### src/rtl/v_rams_pkg.sv
// Shared constants and helpers for the byte-enable dual-port RAM.
package v_rams_pkg;

   localparam int WM_READ_FIRST  = 0;
   localparam int WM_WRITE_FIRST = 1;
   localparam int WM_NO_CHANGE   = 2;

   function automatic int calc_nb(input int data_w, input int byte_w);
      return data_w / byte_w;
   endfunction

endpackage

### src/rtl/v_rams_oreg.sv
// Optional per-port output stage: registers data and valid when OUT_REG=1, bypasses otherwise.
module v_rams_oreg #(
   parameter int DATA_W  = 16,
   parameter int OUT_REG = 0
) (
   input  logic              clk,
   input  logic              rst_n,
   input  logic [DATA_W-1:0] d,
   input  logic              v,
   output logic [DATA_W-1:0] q,
   output logic              vq
);

   logic [DATA_W-1:0] d_r;
   logic              v_r;

   always_ff @(posedge clk or negedge rst_n) begin
      if (!rst_n) begin
         d_r <= '0;
         v_r <= 1'b0;
      end else begin
         d_r <= d;
         v_r <= v;
      end
   end

   assign q  = (OUT_REG != 0) ? d_r : d;
   assign vq = (OUT_REG != 0) ? v_r : v;

endmodule

### src/rtl/v_rams_dp_be.sv
// True dual-port single-clock RAM with per-byte write enables, selectable
// read-during-write behaviour, optional output register and collision flag.
module v_rams_dp_be
   import v_rams_pkg::*;
#(
   parameter int DATA_W     = 16,
   parameter int BYTE_W     = 8,
   parameter int ADDR_W     = 6,
   parameter int WRITE_MODE = WM_READ_FIRST,
   parameter int OUT_REG    = 0,
   localparam int NB        = calc_nb(DATA_W, BYTE_W)
) (
   input  logic              clk,
   input  logic              rst_n,
   input  logic              ena,
   input  logic [NB-1:0]     wea,
   input  logic [ADDR_W-1:0] addra,
   input  logic [DATA_W-1:0] dia,
   output logic [DATA_W-1:0] doa,
   output logic              vlda,
   input  logic              enb,
   input  logic [NB-1:0]     web,
   input  logic [ADDR_W-1:0] addrb,
   input  logic [DATA_W-1:0] dib,
   output logic [DATA_W-1:0] dob,
   output logic              vldb,
   output logic              coll
);

   localparam int DEPTH = 2 ** ADDR_W;

   if (DATA_W % BYTE_W != 0) begin : g_bad_width
      $error("v_rams_dp_be: DATA_W must be a multiple of BYTE_W");
   end
   if (WRITE_MODE > WM_NO_CHANGE) begin : g_bad_mode
      $error("v_rams_dp_be: WRITE_MODE must be 0, 1 or 2");
   end

   logic [DATA_W-1:0] mem [DEPTH];

   logic [NB-1:0]     wr_a, wr_b;
   logic              same_addr;
   logic [DATA_W-1:0] old_a, old_b;
   logic [DATA_W-1:0] rdata_a, rdata_b;
   logic              launch_a, launch_b;
   logic              coll_d;
   logic [DATA_W-1:0] rd_a, rd_b;
   logic              vld_a1, vld_b1;

   function automatic logic [DATA_W-1:0] merge_lanes(input logic [DATA_W-1:0] old_w,
                                                     input logic [DATA_W-1:0] new_w,
                                                     input logic [NB-1:0]     be);
      logic [DATA_W-1:0] r;
      r = old_w;
      for (int i = 0; i < NB; i++) begin
         if (be[i]) r[i*BYTE_W +: BYTE_W] = new_w[i*BYTE_W +: BYTE_W];
      end
      return r;
   endfunction

   always_comb begin
      wr_a      = ena ? wea : '0;
      wr_b      = enb ? web : '0;
      same_addr = (addra == addrb);
      old_a     = mem[addra];
      old_b     = mem[addrb];
      // NO_CHANGE suppresses the read launch entirely when the port writes.
      launch_a  = ena && !((WRITE_MODE == WM_NO_CHANGE) && (|wea));
      launch_b  = enb && !((WRITE_MODE == WM_NO_CHANGE) && (|web));
      rdata_a   = (WRITE_MODE == WM_WRITE_FIRST) ? merge_lanes(old_a, dia, wea) : old_a;
      rdata_b   = (WRITE_MODE == WM_WRITE_FIRST) ? merge_lanes(old_b, dib, web) : old_b;
      coll_d    = ena && enb && same_addr && ((|wea) || (|web));
   end

   // Port A wins any lane both ports write at the same address.
   always_ff @(posedge clk) begin
      if (rst_n) begin
         for (int i = 0; i < NB; i++) begin
            if (wr_b[i] && !(wr_a[i] && same_addr))
               mem[addrb][i*BYTE_W +: BYTE_W] <= dib[i*BYTE_W +: BYTE_W];
            if (wr_a[i])
               mem[addra][i*BYTE_W +: BYTE_W] <= dia[i*BYTE_W +: BYTE_W];
         end
      end
   end

   // vld marks the cycle holding freshly launched read data; data holds otherwise.
   always_ff @(posedge clk or negedge rst_n) begin
      if (!rst_n) begin
         rd_a   <= '0;
         rd_b   <= '0;
         vld_a1 <= 1'b0;
         vld_b1 <= 1'b0;
         coll   <= 1'b0;
      end else begin
         if (launch_a) rd_a <= rdata_a;
         if (launch_b) rd_b <= rdata_b;
         vld_a1 <= launch_a;
         vld_b1 <= launch_b;
         coll   <= coll_d;
      end
   end

   v_rams_oreg #(.DATA_W(DATA_W), .OUT_REG(OUT_REG)) u_oreg_a (
      .clk   (clk),
      .rst_n (rst_n),
      .d     (rd_a),
      .v     (vld_a1),
      .q     (doa),
      .vq    (vlda)
   );

   v_rams_oreg #(.DATA_W(DATA_W), .OUT_REG(OUT_REG)) u_oreg_b (
      .clk   (clk),
      .rst_n (rst_n),
      .d     (rd_b),
      .v     (vld_b1),
      .q     (dob),
      .vq    (vldb)
   );

endmodule

### config.mk
export PLATFORM = sky130hd
export DESIGN_NAME = v_rams_dp_be
export DESIGN_NICKNAME = d
export VERILOG_FILES = /design/src/rtl/v_rams_pkg.sv /design/src/rtl/v_rams_oreg.sv /design/src/rtl/v_rams_dp_be.sv
export SDC_FILE = /design/constraint.sdc
export NUM_CORES = 2
export LEC_CHECK = 0
export ABC_CLOCK_PERIOD_IN_PS = 5400
export CELL_PAD_IN_SITES_DETAIL_PLACEMENT = 2
export CELL_PAD_IN_SITES_GLOBAL_PLACEMENT = 2
export CORE_ASPECT_RATIO = 0.8
export CORE_MARGIN = 5
export CORE_UTILIZATION = 49
export DETAILED_ROUTE_END_ITERATION = 16
export PLACE_DENSITY = 0.95
export SLEW_MARGIN = 5
export SYNTH_ARGS = -nofsm -noshare
export SYNTH_HDL_FRONTEND = slang
export SYNTH_HIERARCHICAL = 1
export SYNTH_SLANG_ARGS = --single-unit
### constraint.sdc
create_clock -name clk -period 5.4 [get_ports clk]
set_clock_uncertainty 0.15 [all_clocks]
set_input_delay 1.08 -clock clk [delete_from_list [all_inputs] [get_ports clk]]
set_output_delay 1.08 -clock clk [all_outputs]
set_load 0.1 [all_outputs]
==> flow_metrics.tcl, run 1 <==
set metrics [dict create \
    outcome "aborted with a tool error" \
    stop_stage "global routing" \
    error "[ERROR GRT-0232] Routing congestion too high. Check the congestion heatmap in the GUI." \
    syn_avg_cell_area_um2 13.44 \
    synth_async_sr_flop_share_pct 3.305 \
    number_of_sinks_on_the_clock_net 1059 \
    post_cts_buffers 0 \
    grt-worst-endpoint "rd_a[1]$_DFFE_PN0P_/D" \
    cells_resized_by_post_cts_repair 0 \
    floorplan.die.width_um 412.3 \
    antenna_found_initial 134 \
    commonest_cells_in_the_netlist "1195 x mux2_2, 1024 x edfxtp_1, 327 x clkbuf_1" \
    globalplace.congestion 1.099 \
    post-synth-top-count-cell "mux2_2" \
    yosysUniqueCellTypes 76 \
    ys_warn_count 6 \
    io_pins 87 \
    fp-row-count 118 \
    mappedNetlistNets 4771 \
    synth.area.top_cells "edfxtp_1 48%, mux2_2 21%, mux4_2 6.3%" \
    synth_top_flop_cell "edfxtp_1" \
    ctsHoldBuffers 0 \
    numPortBuffers 86 \
    synth_area_leader_cell "edfxtp_1" \
    ys_ff_latch 1059 \
    dp_hpwl_um 236900 \
    pin_count_of_the_biggest_net_entering_global_routing 69 \
    initial_core_util_pct 49.17 \
    detailedPlace.worstSlack_ns -0.002480 \
    syn_inst 4719 \
    yosysTopAreaCellShare_pct 48.47 \
    cts_root_buf "clkbuf_16" \
    grt_util_all_layers_pct 82.95 \
    clk_path_buf_depth 3 \
    tritoncts.num_buffers 113 \
    synth_sequential_area_ratio_pct 49.85 \
    worst_endpoint_kind "register input" \
    syn_area_mm2 0.06345 \
    synth-edff-count 1024 \
    gr-total-overflow 266 \
    die_height_um 331.8 \
    clock_tree.htree_level_count 3 \
]
==> cells by family after synthesis <==
group | Yosys count | synth area share (%)
AOI/OAI and AO/OA | 990 | 11.28
xor gates and xnor gates | 6 | 0.08284
buffers and inverters | 587 | 4.214
DFF | 1059 | 49.85
muxes | 1580 | 30.80
and+or+nand+nor | 497 | 3.782
==> layer usage <==
layer | GRT overflow | track usage, %
met4 | 105 | 78.88
met3 | 20 | 79.15
met5 | 3 | 69.95
met2 | 116 | 90.12
met1 | 22 | 82.03
==> metrics by stage <==
stage | setup TNS (ns) | std cells | cell area [um2]
after CTS | 0 | 6428 | 69750
after detailed placement | -0.01613 | 6213 | 65850
after global placement | 0 | 6213 | 65850
after floorplan | 0 | 4719 | 63450
==> run 2: changes to the inputs <==
CELL_PAD_IN_SITES_DETAIL_PLACEMENT = not set   (was 2)
CELL_PAD_IN_SITES_GLOBAL_PLACEMENT = not set   (was 2)
CORE_ASPECT_RATIO = not set   (was 0.8)
CORE_UTILIZATION = 34   (was 49)
PLACE_DENSITY = not set   (was 0.95)
PLACE_DENSITY_LB_ADDON = 0.15   (was not set)
==> run 2 against run 1 <==
The flow now finishes without violations. Area after synthesis did not move. Synthesized cell count did not move.
==> flow_metrics.tcl, run 2 <==
set metrics [dict create \
    outcome "completed" \
    fp-row-count 158 \
    layout-drive-gt1-share_pct 43.75 \
    fillCellCount 17750 \
    tritoncts "built" \
    area.growth.synth_to_final_pct 13.90 \
    floorplan.core_area_mm2 0.1854 \
    floorplan.die_area_mm2 0.1953 \
    critical_path.max_stage_delay_ns 0.95 \
    grt_first_pass_wirelength_um 431200 \
    layout.core_utilization_pct 38.97 \
    first_global_vias 47210 \
    max_slew_margin_pct 11.78 \
    synth.area.top_cells "edfxtp_1 48%, mux2_2 21%, mux4_2 6.3%" \
    setup.worst_path.end_class "flip-flop" \
    report.final.setup_viol 0 \
    ys_ff_latch 1059 \
    period_minus_slack_ns 4.422 \
    cp_top_family "compound AO/OA/AOI/OAI gates" \
    netSwitchingFraction_pct 28.50 \
    dp_hpwl_um 218700 \
    syn_area_mm2 0.06345 \
    power_frac_comb_pct 14.7 \
    power.share.sequential_pct 43.3 \
    nNetsFinal 4822 \
    largest_register_ffs 1024 \
    start_kind "primary input" \
    clock_tree.htree_level_count 4 \
    drv_cap 0 \
    multi_input_area_mm2 0.02932 \
    synth_top_flop_cell "edfxtp_1" \
    worst_hold_path_type "in2async" \
    largest_registers "mem x1024, rd_a x16, rd_b x16" \
    gr-total-overflow 0 \
    die_height_um 442.0 \
    num_vias 50010 \
    antenna_found_initial 14 \
    detailedPlace.worstSlack_ns 0.4425 \
    synth_sequential_area_ratio_pct 49.85 \
    area.sequential_mm2 0.03163 \
    synth_area_leader_cell "edfxtp_1" \
    tightest_slew_ns 1.323 \
    drt_iter0_drc 8105 \
    routed_length_per_placed_instance_um 43.67 \
    avgViaCountPerCell 6.799 \
    path_clk_slew_ns 0.06 \
    post_layout_nonfiller_instances 7356 \
    clk_path_buf_depth 3 \
    cts_root_buf "clkbuf_16" \
    vdd.ir_drop.worst_v 0.0003261 \
    p_int_w 0.01513 \
    cells_resized_by_post_cts_repair 0 \
    switchingPower_w 0.006030 \
    power_leakage_nw 23.30 \
    final.setup.tns_ns 0 \
    worst_slack_ns 0.9778 \
    ant_nets 0 \
    worstPathBufferInverterCount 1 \
    dp.cells 7118 \
    skew_pair_late_insertion_delay_ns 0.81 \
    crit_slowest_cell "clkdlybuf4s50_1" \
    most_frequent_standard_cell_in_the_layout_excluding_fill_and_tap_cells "mux2_2" \
    pin_count_of_the_biggest_net_entering_global_routing 67 \
    syn_inst 4719 \
    initial_core_util_pct 34.22 \
    io_pins 87 \
    registers.top_by_ff_count "mem" \
    worst-path-max-fanout 16 \
    ys_warn_count 6 \
    ctsHoldBuffers 0 \
    crit_arrival_ns 4.92 \
    post_cts_buffers 0 \
    grt_util_all_layers_pct 31.64 \
    detail_route.drc_violations 0 \
    post-synth-top-count-cell "mux2_2" \
    wl_um 321200 \
    commonest_cells_in_the_netlist "1195 x mux2_2, 1024 x edfxtp_1, 327 x clkbuf_1" \
    final_hold_viol_count 0 \
    number_of_sinks_on_the_clock_net 1059 \
    pwr_density_cell_mw_per_mm2 292.8 \
    tritoncts.num_buffers 130 \
    cp_cell_sequence "clkdlybuf4s50_1 -> or3b_2 -> nor2_1 -> a22oi_1 -> nand4_1 -> a211oi_1 -> a31oi_1" \
    worstSetupPathType "in2reg" \
    worst_ep_required_time_ns 5.90 \
    clkPwrFrac_pct 42.0 \
    numPortBuffers 86 \
    max_freq_mhz 226.1 \
    mostFrequentLayoutCells "1195 x mux2_2, 1024 x edfxtp_1, 396 x buf_4" \
    floorplan.die.width_um 442.0 \
    synth-edff-count 1024 \
    firstDrtPassIters 7 \
    synth_async_sr_flop_share_pct 3.305 \
    grt_setup_unrepaired "no" \
    finalCritPeriodShare_pct 81.89 \
    yosysTopAreaCellShare_pct 48.47 \
    globalplace.congestion 1.013 \
    number_of_max_slew_violations_in_the_final_report 0 \
    mappedNetlistNets 4771 \
    syn_avg_cell_area_um2 13.44 \
    yosysUniqueCellTypes 76 \
]
[run 2: kinds of logic after synthesis]
group           after synthesis  synth area share [%]
compound gates              990                 11.28
flops                      1059                 49.85
xor+xnor                      6               0.08284
buf+inv                     587                 4.214
simple gates                497                 3.782
mux                        1580                 30.80
[run 2: routing by layer]
metal | global-route usage [%] | share of wire (%) | up-vias
met5 | 0 | 0.013 | -
met4 | 17.11 | 6.6 | 6
met3 | 8.367 | 11 | 869
met2 | 45.93 | 42 | 3652
met1 | 43.07 | 40 | 26310
li1 | - | - | 19180
[run 2: worst register-to-register path, stage by stage (launching register included)]
cell and delay (ns):
edfxtp_1 0.46, mux4_2 0.53, mux2i_1 0.15, nor2_1 0.13
a221oi_1 0.79, o21ai_0 0.32, o32a_1 0.41
[run 2: layout make-up]
class	count	area share (%)
Sequential cell	1059	43.76
Clock buffer	165	4.801
Timing Repair Buffer	498	5.568
Inverter	8	0.05021
Tap cell	2480	4.294
Antenna cell	7	0.02424
Multi-Input combinational cell	3073	40.58
Clock inverter	66	0.9194
[run 2: worst paths after layout]
kind	start	to	slack, ns	cells past startpoint
worst max-delay path	addrb[4]	rd_b[8]$_DFFE_PN0P_	0.98	7
worst min-delay path	rst_n	coll$_DFF_PN0_	0.34	2
worst max register to register	mem[47][9]$_DFFE_PP_	rd_b[9]$_DFFE_PN0P_	2.35	6
worst min register to register	rd_b[2]$_DFFE_PN0P_	rd_b[2]$_DFFE_PN0P_	0.42	2
max in group asynchronous	rst_n	rd_a[6]$_DFFE_PN0P_	4.50	2
min in group clk	rd_b[2]$_DFFE_PN0P_	rd_b[2]$_DFFE_PN0P_	0.42	2
[run 2: power groups by stage]
stage                     Clock [W]  Combinational [W]  Sequential, W
after floorplan                   0            0.00179        0.00928
after global placement            0            0.00298        0.00934
after detailed placement          0            0.00299        0.00934
after CTS                   0.00895            0.00300        0.00917
after global routing        0.00927            0.00312        0.00916
final                       0.00888            0.00311        0.00917
[run 2: per-stage QoR]
| step | power, W | hold slack [ns] | area, um2 |
|---|---|---|---|
| 2_1_floorplan | 0.01107 | 0.3224 | 63450 |
| 3_3_place_gp | 0.01232 | 0.4034 | 68110 |
| 3_5_place_dp | 0.01234 | 0.3973 | 68110 |
| 4_1_cts | 0.02112 | 0.2982 | 72250 |
| 5_1_grt | 0.02155 | 0.3266 | 72250 |
| 6_report | 0.02116 | 0.3424 | 72260 |
No activity file was read; power rests on OpenSTA's default activity.
